[src/rtl/popcount_pkg.sv]
// Shared types and helpers for the popcount accumulator.
// The optional POPCOUNT_THRESH_EN majority output is configured in popcount_accum.
package popcount_pkg;

  typedef enum logic {
    ACC  = 1'b0,
    HOLD = 1'b1
  } state_t;

  // Bits needed to hold any count from 0 up to total_bits inclusive
  function automatic int unsigned cnt_width(input int unsigned total_bits);
    return $clog2(total_bits + 1);
  endfunction

endpackage

[src/rtl/popcount_tree.sv]
// Combinational population count of one beat, built as a pairwise adder tree.
module popcount_tree #(
  parameter  int unsigned DW = 64,
  localparam int unsigned PW = $clog2(DW + 1)
) (
  input  logic [DW-1:0] in_data,
  output logic [PW-1:0] out_count
);

  // Stride-doubling reduction: each pass halves the number of live partial sums
  always_comb begin
    logic [PW-1:0] node [DW];
    for (int i = 0; i < int'(DW); i++) begin
      node[i] = PW'(in_data[i]);
    end
    for (int s = 1; s < int'(DW); s = s * 2) begin
      for (int i = 0; i + s < int'(DW); i = i + 2 * s) begin
        node[i] = node[i] + node[i + s];
      end
    end
    out_count = node[0];
  end

endmodule

[src/rtl/popcount_accum.sv]
// Streaming popcount accumulator: sums ones over multi-beat hypervectors.
// Define POPCOUNT_THRESH_EN to add the thresh input and out_major output.
module popcount_accum
  import popcount_pkg::*;
#(
  parameter  int unsigned DW    = 64,
  parameter  int unsigned NBEAT = 16,
  localparam int unsigned CW    = cnt_width(DW * NBEAT),
  localparam int unsigned BW    = $clog2(NBEAT + 1)
) (
  input  logic          clk,
  input  logic          rst_n,
  input  logic          in_valid,
  output logic          in_ready,
  input  logic [DW-1:0] in_data,
  input  logic          in_last,
  output logic          out_valid,
  input  logic          out_ready,
  output logic [CW-1:0] out_count,
  output logic [BW-1:0] out_beats,
  output logic          out_trunc
`ifdef POPCOUNT_THRESH_EN
  ,
  input  logic [CW-1:0] thresh,
  output logic          out_major
`endif
);

  localparam int unsigned PW = $clog2(DW + 1);

  state_t        r_state;
  logic [CW-1:0] r_acc;
  logic [BW-1:0] r_beats;
  logic          r_out_valid;
  logic [CW-1:0] r_out_count;
  logic [BW-1:0] r_out_beats;
  logic          r_out_trunc;

  logic [PW-1:0] w_pc;
  logic          w_accept;
  logic          w_first;
  logic          w_close;
  logic [CW-1:0] w_sum;
  logic [BW-1:0] w_nbeats;

  popcount_tree #(.DW(DW)) u_tree (
    .in_data  (in_data),
    .out_count(w_pc)
  );

  assign in_ready = (r_state == ACC) || out_ready;
  assign w_accept = in_valid && in_ready;
  assign w_first  = (r_beats == '0);
  assign w_sum    = (w_first ? '0 : r_acc) + CW'(w_pc);
  assign w_nbeats = r_beats + BW'(1);
  assign w_close  = in_last || (w_nbeats == BW'(NBEAT));

`ifdef POPCOUNT_THRESH_EN
  logic r_out_major;
  assign out_major = r_out_major;
`endif

  // Closing beat always lands in HOLD, even when the previous result drains in the same cycle
  always_ff @(posedge clk or negedge rst_n) begin
    if (!rst_n) begin
      r_state     <= ACC;
      r_acc       <= '0;
      r_beats     <= '0;
      r_out_valid <= 1'b0;
      r_out_count <= '0;
      r_out_beats <= '0;
      r_out_trunc <= 1'b0;
`ifdef POPCOUNT_THRESH_EN
      r_out_major <= 1'b0;
`endif
    end else begin
      if ((r_state == HOLD) && out_ready) begin
        r_state     <= ACC;
        r_out_valid <= 1'b0;
      end
      if (w_accept) begin
        if (w_close) begin
          r_state     <= HOLD;
          r_out_valid <= 1'b1;
          r_out_count <= w_sum;
          r_out_beats <= w_nbeats;
          r_out_trunc <= !in_last;
`ifdef POPCOUNT_THRESH_EN
          r_out_major <= (w_sum >= thresh);
`endif
          r_acc       <= '0;
          r_beats     <= '0;
        end else begin
          r_acc   <= w_sum;
          r_beats <= w_nbeats;
        end
      end
    end
  end

  assign out_valid = r_out_valid;
  assign out_count = r_out_count;
  assign out_beats = r_out_beats;
  assign out_trunc = r_out_trunc;

endmodule
[config.mk]
export PLATFORM = sky130hd
export DESIGN_NAME = popcount_accum
export DESIGN_NICKNAME = d
export VERILOG_FILES = /design/src/rtl/popcount_pkg.sv /design/src/rtl/popcount_tree.sv /design/src/rtl/popcount_accum.sv
export SDC_FILE = /design/constraint.sdc
export NUM_CORES = 1
export LEC_CHECK = 0
export CAP_MARGIN = 20
export CELL_PAD_IN_SITES_DETAIL_PLACEMENT = 0
export CELL_PAD_IN_SITES_GLOBAL_PLACEMENT = 1
export CORE_MARGIN = 1.5
export CORE_UTILIZATION = 41
export DETAILED_ROUTE_END_ITERATION = 7
export PLACE_DENSITY = 0.81
export SLEW_MARGIN = 40
export SYNTH_ARGS = -nofsm -noshare
export SYNTH_HDL_FRONTEND = slang
export SYNTH_SLANG_ARGS = --single-unit
[constraint.sdc]
create_clock -name clk -period 3.8 [get_ports clk]
set_input_delay 0.95 -clock clk [delete_from_list [all_inputs] [get_ports clk]]
set_output_delay 0.95 -clock clk [all_outputs]
set_load 0.01 [all_outputs]
# After elaboration in Yosys (flattened, before gate mapping)
# Cells that the tools add are included.
totals:
  reg_bits: 35
  inputBits: 69
  word_cells: 90
op_classes:
  addsub: 65
  n_eq_ne: 1
  mux: 9
  bitwise: 1
  reduce_logical: 7
ops:
  columns: ["operator", "n"]
  rows:
  - ["7-bit adder", 31]
  - ["1-bit by 1-bit adder with 2-bit output", 32]
  - ["11-bit 2-to-1 mux", 2]
  - ["11-bit by 7-bit adder with 11-bit output", 1]
  - ["1-bit 2-to-1 mux", 6]
  - ["5-bit by 1-bit adder with 5-bit output (second input constant)", 1]
  - ["5-bit equality test (second input constant)", 1]
  - ["5-bit logical NOT", 1]
  - ["5-bit 2-to-1 mux", 1]
  - ["1-bit logical AND", 2]
  - ["1-bit logical OR", 2]
  - ["2-bit AND reduction", 1]
  - ["1-bit logical NOT", 1]
  - ["1-bit inverter", 1]

# Longest topological paths before layout
depth:
  word_depth: 8
  depth_mapped: 28
  depth_no_buf: 28

# By module
# From an unflattened synthesis, not the netlist that was laid out.
hier_totals:
  hier_cells: 348
  area_unflattened_um2: 3688.5
by_module_without_submodules:
  columns: ["module", "instances", "cells_each", "area_per_inst_um2"]
  rows:
  - ["popcount_accum", 1, 176, 1959.4]
  - ["popcount_tree", 1, 172, 1729.2]

# Least setup slack after synthesis
# Ideal clock, no wire load.
synth_path:
  path_type: "in2reg"
  startpoint: "input in_data[18]"
  endpoint: "register r_acc[10]"
  setup_ns: 0.069
  arrival_ns: 7.183
  t_required_ns: 3.731
  path_slack_ns: -3.452
  path_stages: 25
  path_buffers: 0
  cell_sequence: "ha_1 -> inv_1 -> fa_1 -> inv_1 -> fa_1 -> inv_1 -> fa_1 -> inv_1 -> fa_1 -> fa_1 -> fa_1 -> inv_1 -> fa_1 -> inv_1 -> ha_1 -> fa_1 -> a21o_1 -> a21oi_1 -> xnor2_1 -> ha_1 -> nand2_1 -> nand2_1 -> nand3_1 -> or4b_1 -> nand3_1"
synth_via:
  elab_chain_len: 8
synth_rtl:
  columns: ["item", "line", "rtl"]
  rows:
  - ["start: declaration", "popcount_accum.sv:15", "input logic [DW-1:0] in_data,"]
  - ["1-bit by 1-bit adder with 2-bit output", "popcount_tree.sv:18", "node[i] = node[i] + node[i + s];"]
  - ["7-bit adder (5 in a row)", "popcount_tree.sv:18", null]
  - ["11-bit by 7-bit adder with 11-bit output", "popcount_accum.sv:54", "assign w_sum = (w_first ? '0 : r_acc) + CW'(w_pc);"]
  - ["11-bit 2-to-1 mux", "popcount_accum.sv:82", "if (w_close) begin"]
  - ["end signal: assignment", "popcount_accum.sv:94", "r_acc <= w_sum;"]
  - ["end: declaration", "popcount_accum.sv:32", "logic [CW-1:0] r_acc;"]
# Every way passes these cells.
# A chain may end at the register's enable or synchronous reset.

# Final worst setup path
layout_path:
  startpoint: "input in_data[21]"
  endpoint: "register r_acc[10]"
# Same word-level chain as after synthesis.

==> results <==
- The worst setup slack after placement is -3.83 ns.
- Global routing used 2.71% of the available met3 tracks.
- The first global-routing pass estimated 14,500 um of wire.
- The number of clock buffers added by TritonCTS is 5.
- The sum of routed wire length over all layers is 8490 um.
- Setup repair after global routing could not meet its margin everywhere.
- For this run, the register share of the synthesized area comes to 21.1%.
- The post-synthesis instance area is 4150 sq um.
- Clock-pin slew was measured on the worst setup and hold paths at 0.06 ns.
- The met2 usage is 29.7%.
- The clock insertion delay at the later pin of the skew report is 0.29 ns.
- Among the stages of the critical path, the cell type that occurs most often is sky130_fd_sc_hd__inv_2.
- In this run the worst setup path begins at in_data[21].
- The post-place instance area is 5470 sq um.
- The number of DRC markers in iteration 0 is 83.
- STA classifies the critical path endpoint as a register.
- The worst hold path belongs to the class reg2reg.
- Yosys printed 0 warnings.
- The width of the die is 104 um.
- The number of diodes is 0.
- Setup violations remaining at the end of the flow were counted as 22.
- Clock tree synthesis selected as its root buffer the cell sky130_fd_sc_hd__clkbuf_8.
- Setup slack on the critical path of the routed design comes to -3.11 ns.
- The post-detailed-route wirelength per cell is 13.1 um.
- In the final layout, the share of cells above drive strength 1 is 35.0%.
- The routability-driven placement congestion ratio is 0.823.
- The H-tree level count is 2.
- The flow ran to the end, but the final reports show violations.
- At the pin with the least slew margin, the transition time is 0.704 ns.
- The leftover overflow at the end of global routing is 0.
- The busiest layer in global routing is met2.
- Headroom to the max-slew limit came out at 53.0%.
- A synthesized cell averages 10.2 sq um.
- The max-slew violation total from the final report came to 0.
- The worst endpoint data arrival time is 7.13 ns.
- In the routed layout, each cell is associated on average with a via count of 4.74.
- The post-route cell area is 5810 sq um.
- The number of buffers on the longest clock path is 2.
- The die covers 10,700 sq um.
- The DRC violations left is 0.
- In this design, the stage delay of the slowest critical-path cell is 0.57 ns.
- The final reports fail on setup timing.
- In this run the core area contains 36 standard-cell rows.
- The number of nets handed over by synthesis was 590.
- Of all nets on the critical path, the largest fanout is 4.
- The via count of the first global-routing pass is 3,282.
- The critical setup path kind is in2reg.
- The count of vias placed by the detailed router is 3,069.
- The number of antenna violations at the first check in global routing is 0.
- The I/O pin total is 88.
- The gate family responsible for the most delay along the worst path is adder cells.
- Once the floorplan was initialized, standard cells occupied 42.4% of the core.
- In this run the remaining antenna-violating nets after routing total 0.
- The count of buffers added on input and output ports is 87.
- Walking the worst path, the cells encountered are buf_6 -> ha_4 -> inv_2 -> fa_1 -> inv_2 -> fa_1 -> inv_2 -> fa_2 -> inv_2 -> fa_2 -> inv_2 -> fa_2 -> fa_2 -> fa_1 -> inv_2 -> ha_4 -> fa_2 -> xor2_1 -> ha_2 -> nand2_2 -> o211ai_1 -> nand3_2 -> or4b_1 -> nand3_1.
- The met1 usage is 20.6%.
- The die is 104 um tall.
- The first TritonRoute pass finished after 4 iterations.
- The worst setup skew after layout is 0.00782 ns.
- Global routing used 16.4% of the available tracks across all layers.
- The floorplan step defined a core boundary enclosing 9770 sq um.
- The data required time of the worst path is 4.02 ns.
- The worst setup path is launched from an input pin.
- The number of clock sinks is 35.
- The time the worst path needs with I/O delays and setup is 6.91 ns.
- The CTS tree is yes.
- The total of max-cap violations is 0.
- The timing-limited maximum frequency is 145 MHz.
- The number of flops mapped to enable cells by yosys is 0.
- Relative to the synthesized area, the layout overhead comes to 40.1%.
- The largest net degree at the start of global routing is 36.
- Buffers inserted to repair hold after CTS numbered 0.
- In this run, distinct cell masters in the synthesized netlist total 45.
- The worst flop-to-flop path startpoint is r_beats[1].
- The hold violation total from the final report is 0.
- Final hold analysis gives a worst-case slack of 0.465 ns.
- The standard cell with the maximum stage delay on the critical path is sky130_fd_sc_hd__fa_2.
- Counting flops with an async set or reset pin after synthesis yields a share of 100%.
- In this run, synthesis produced a sequential element count of 35.
- The startpoint identified for the worst hold timing path is r_acc[3].
- The number of instances in the synthesized netlist is 407.
- The post-layout net count is 697.
- For this run, the leading register cell type out of synthesis is sky130_fd_sc_hd__dfrtp_1.
- After legalization and detailed placement, the total HPWL measured 6950 um.
- The number of buffers and inverters on the critical path is 7.
- The share of the clock period used by the worst path after layout is 182%.
[sequential cells by signal, summed over array words and instances (netlist names)]
register,flops
r_beats,5
out_trunc,1
out_valid,1
out_beats,5
out_count,11
r_state,1
r_acc,11
[worst paths after layout]
path | to | slack [ns] | cells after the start
max in group asynchronous | r_acc[3] | 2.40 | 2
max reg2reg | r_acc[8] | 0.42 | 13
min in group asynchronous | r_acc[7] | 1.07 | 2
min reg2reg | r_acc[3] | 0.46 | 2
min | r_acc[3] | 0.46 | 2
max | r_acc[10] | -3.11 | 24
[what timing repair did]
item	in CTS	in global routing
setup endpoints to repair	22	22
hold endpoints to repair	0	0
pin swaps	79	76
setup buffers	2	6
gates resized for setup	150	81
[synth_stat cells, types with 3 or more instances]
cell                       instances  share of area [%]
sky130_fd_sc_hd__mux2_4            5                1.8
sky130_fd_sc_hd__o21ai_1           5               0.60
sky130_fd_sc_hd__dfrtp_1          35                 21
sky130_fd_sc_hd__xnor2_1           8                1.7
sky130_fd_sc_hd__o211ai_1          4               0.72
sky130_fd_sc_hd__o21ai_0          14                1.7
sky130_fd_sc_hd__clkbuf_1          4               0.36
sky130_fd_sc_hd__o31ai_1           4               0.72
sky130_fd_sc_hd__inv_1            92                8.3
sky130_fd_sc_hd__a21oi_1          10                1.2
sky130_fd_sc_hd__nor2_1            5               0.45
sky130_fd_sc_hd__and2_1            9                1.4
sky130_fd_sc_hd__nand2b_1          4               0.60
sky130_fd_sc_hd__nand2_1          41                3.7
sky130_fd_sc_hd__fa_1             61                 29
sky130_fd_sc_hd__buf_4             3               0.54
sky130_fd_sc_hd__a21o_1            4               0.72
sky130_fd_sc_hd__ha_1             53                 16
sky130_fd_sc_hd__nand3_1           7               0.85
sky130_fd_sc_hd__xor2_1            7                1.5
[cell families after synthesis]
family / Yosys count / synth area share (%)
flip-flops: 35 / 21.1
XOR/XNOR: 15 / 3.17
adder cells (fa/ha/maj): 114 / 45.5
multiplexers: 7 / 2.29
AND/OR/NAND/NOR: 81 / 9.63
AO/OA/AOI/OAI: 53 / 8.57
buffers and inverters: 102 / 9.75
[area by class of cell]
cell class | instances | area, sq um
clock inverters | 1 | 5.00
fillers | 848 | 3970
multi-input cells | 270 | 3370
clock buffers | 6 | 82.6
inverters | 92 | 345
flip-flops and latches | 35 | 876
well taps | 133 | 166
repair buffers | 110 | 962
[layout by cell type, fill, tap and decap left out, drive strengths merged, types with 4 or more instances in the layout]
cell type,count
a21o,4
a21oi,10
and2,9
buf,35
clkbuf,25
clkdlybuf4s15,16
clkdlybuf4s50,39
dfrtp,35
fa,61
ha,53
inv,92
mux2,5
nand2,41
nand2b,4
nand3,7
nor2,5
o211ai,5
o21ai,20
o31ai,4
xnor2,8
xor2,7
[per-stage QoR]
step                      utilization (%)  TNS [ns]  cells
after global routing                 59.4    -61.34    647
after CTS                            58.7    -60.44    644
after global placement               55.9    -72.06    635
after detailed placement             56.0    -73.79    635
after floorplan                         -    -55.86    407
final                                59.4    -57.82    647
[layer usage]
layer  wire (um)  part of all wire, %
met1        3690                   43
met2        4330                   51
met3         336                  4.0
met4         127                  1.5
met5           0                    0
[tightest hold or removal path, cell delays in order (launching register included)]
cell                      delay (ns)
sky130_fd_sc_hd__dfrtp_1        0.33
sky130_fd_sc_hd__nand2_1        0.05
sky130_fd_sc_hd__nand2_1        0.05
Power is left out: the tool's default activity adds up to more than one toggle a clock period on the data nets, which glitch-free logic cannot reach.
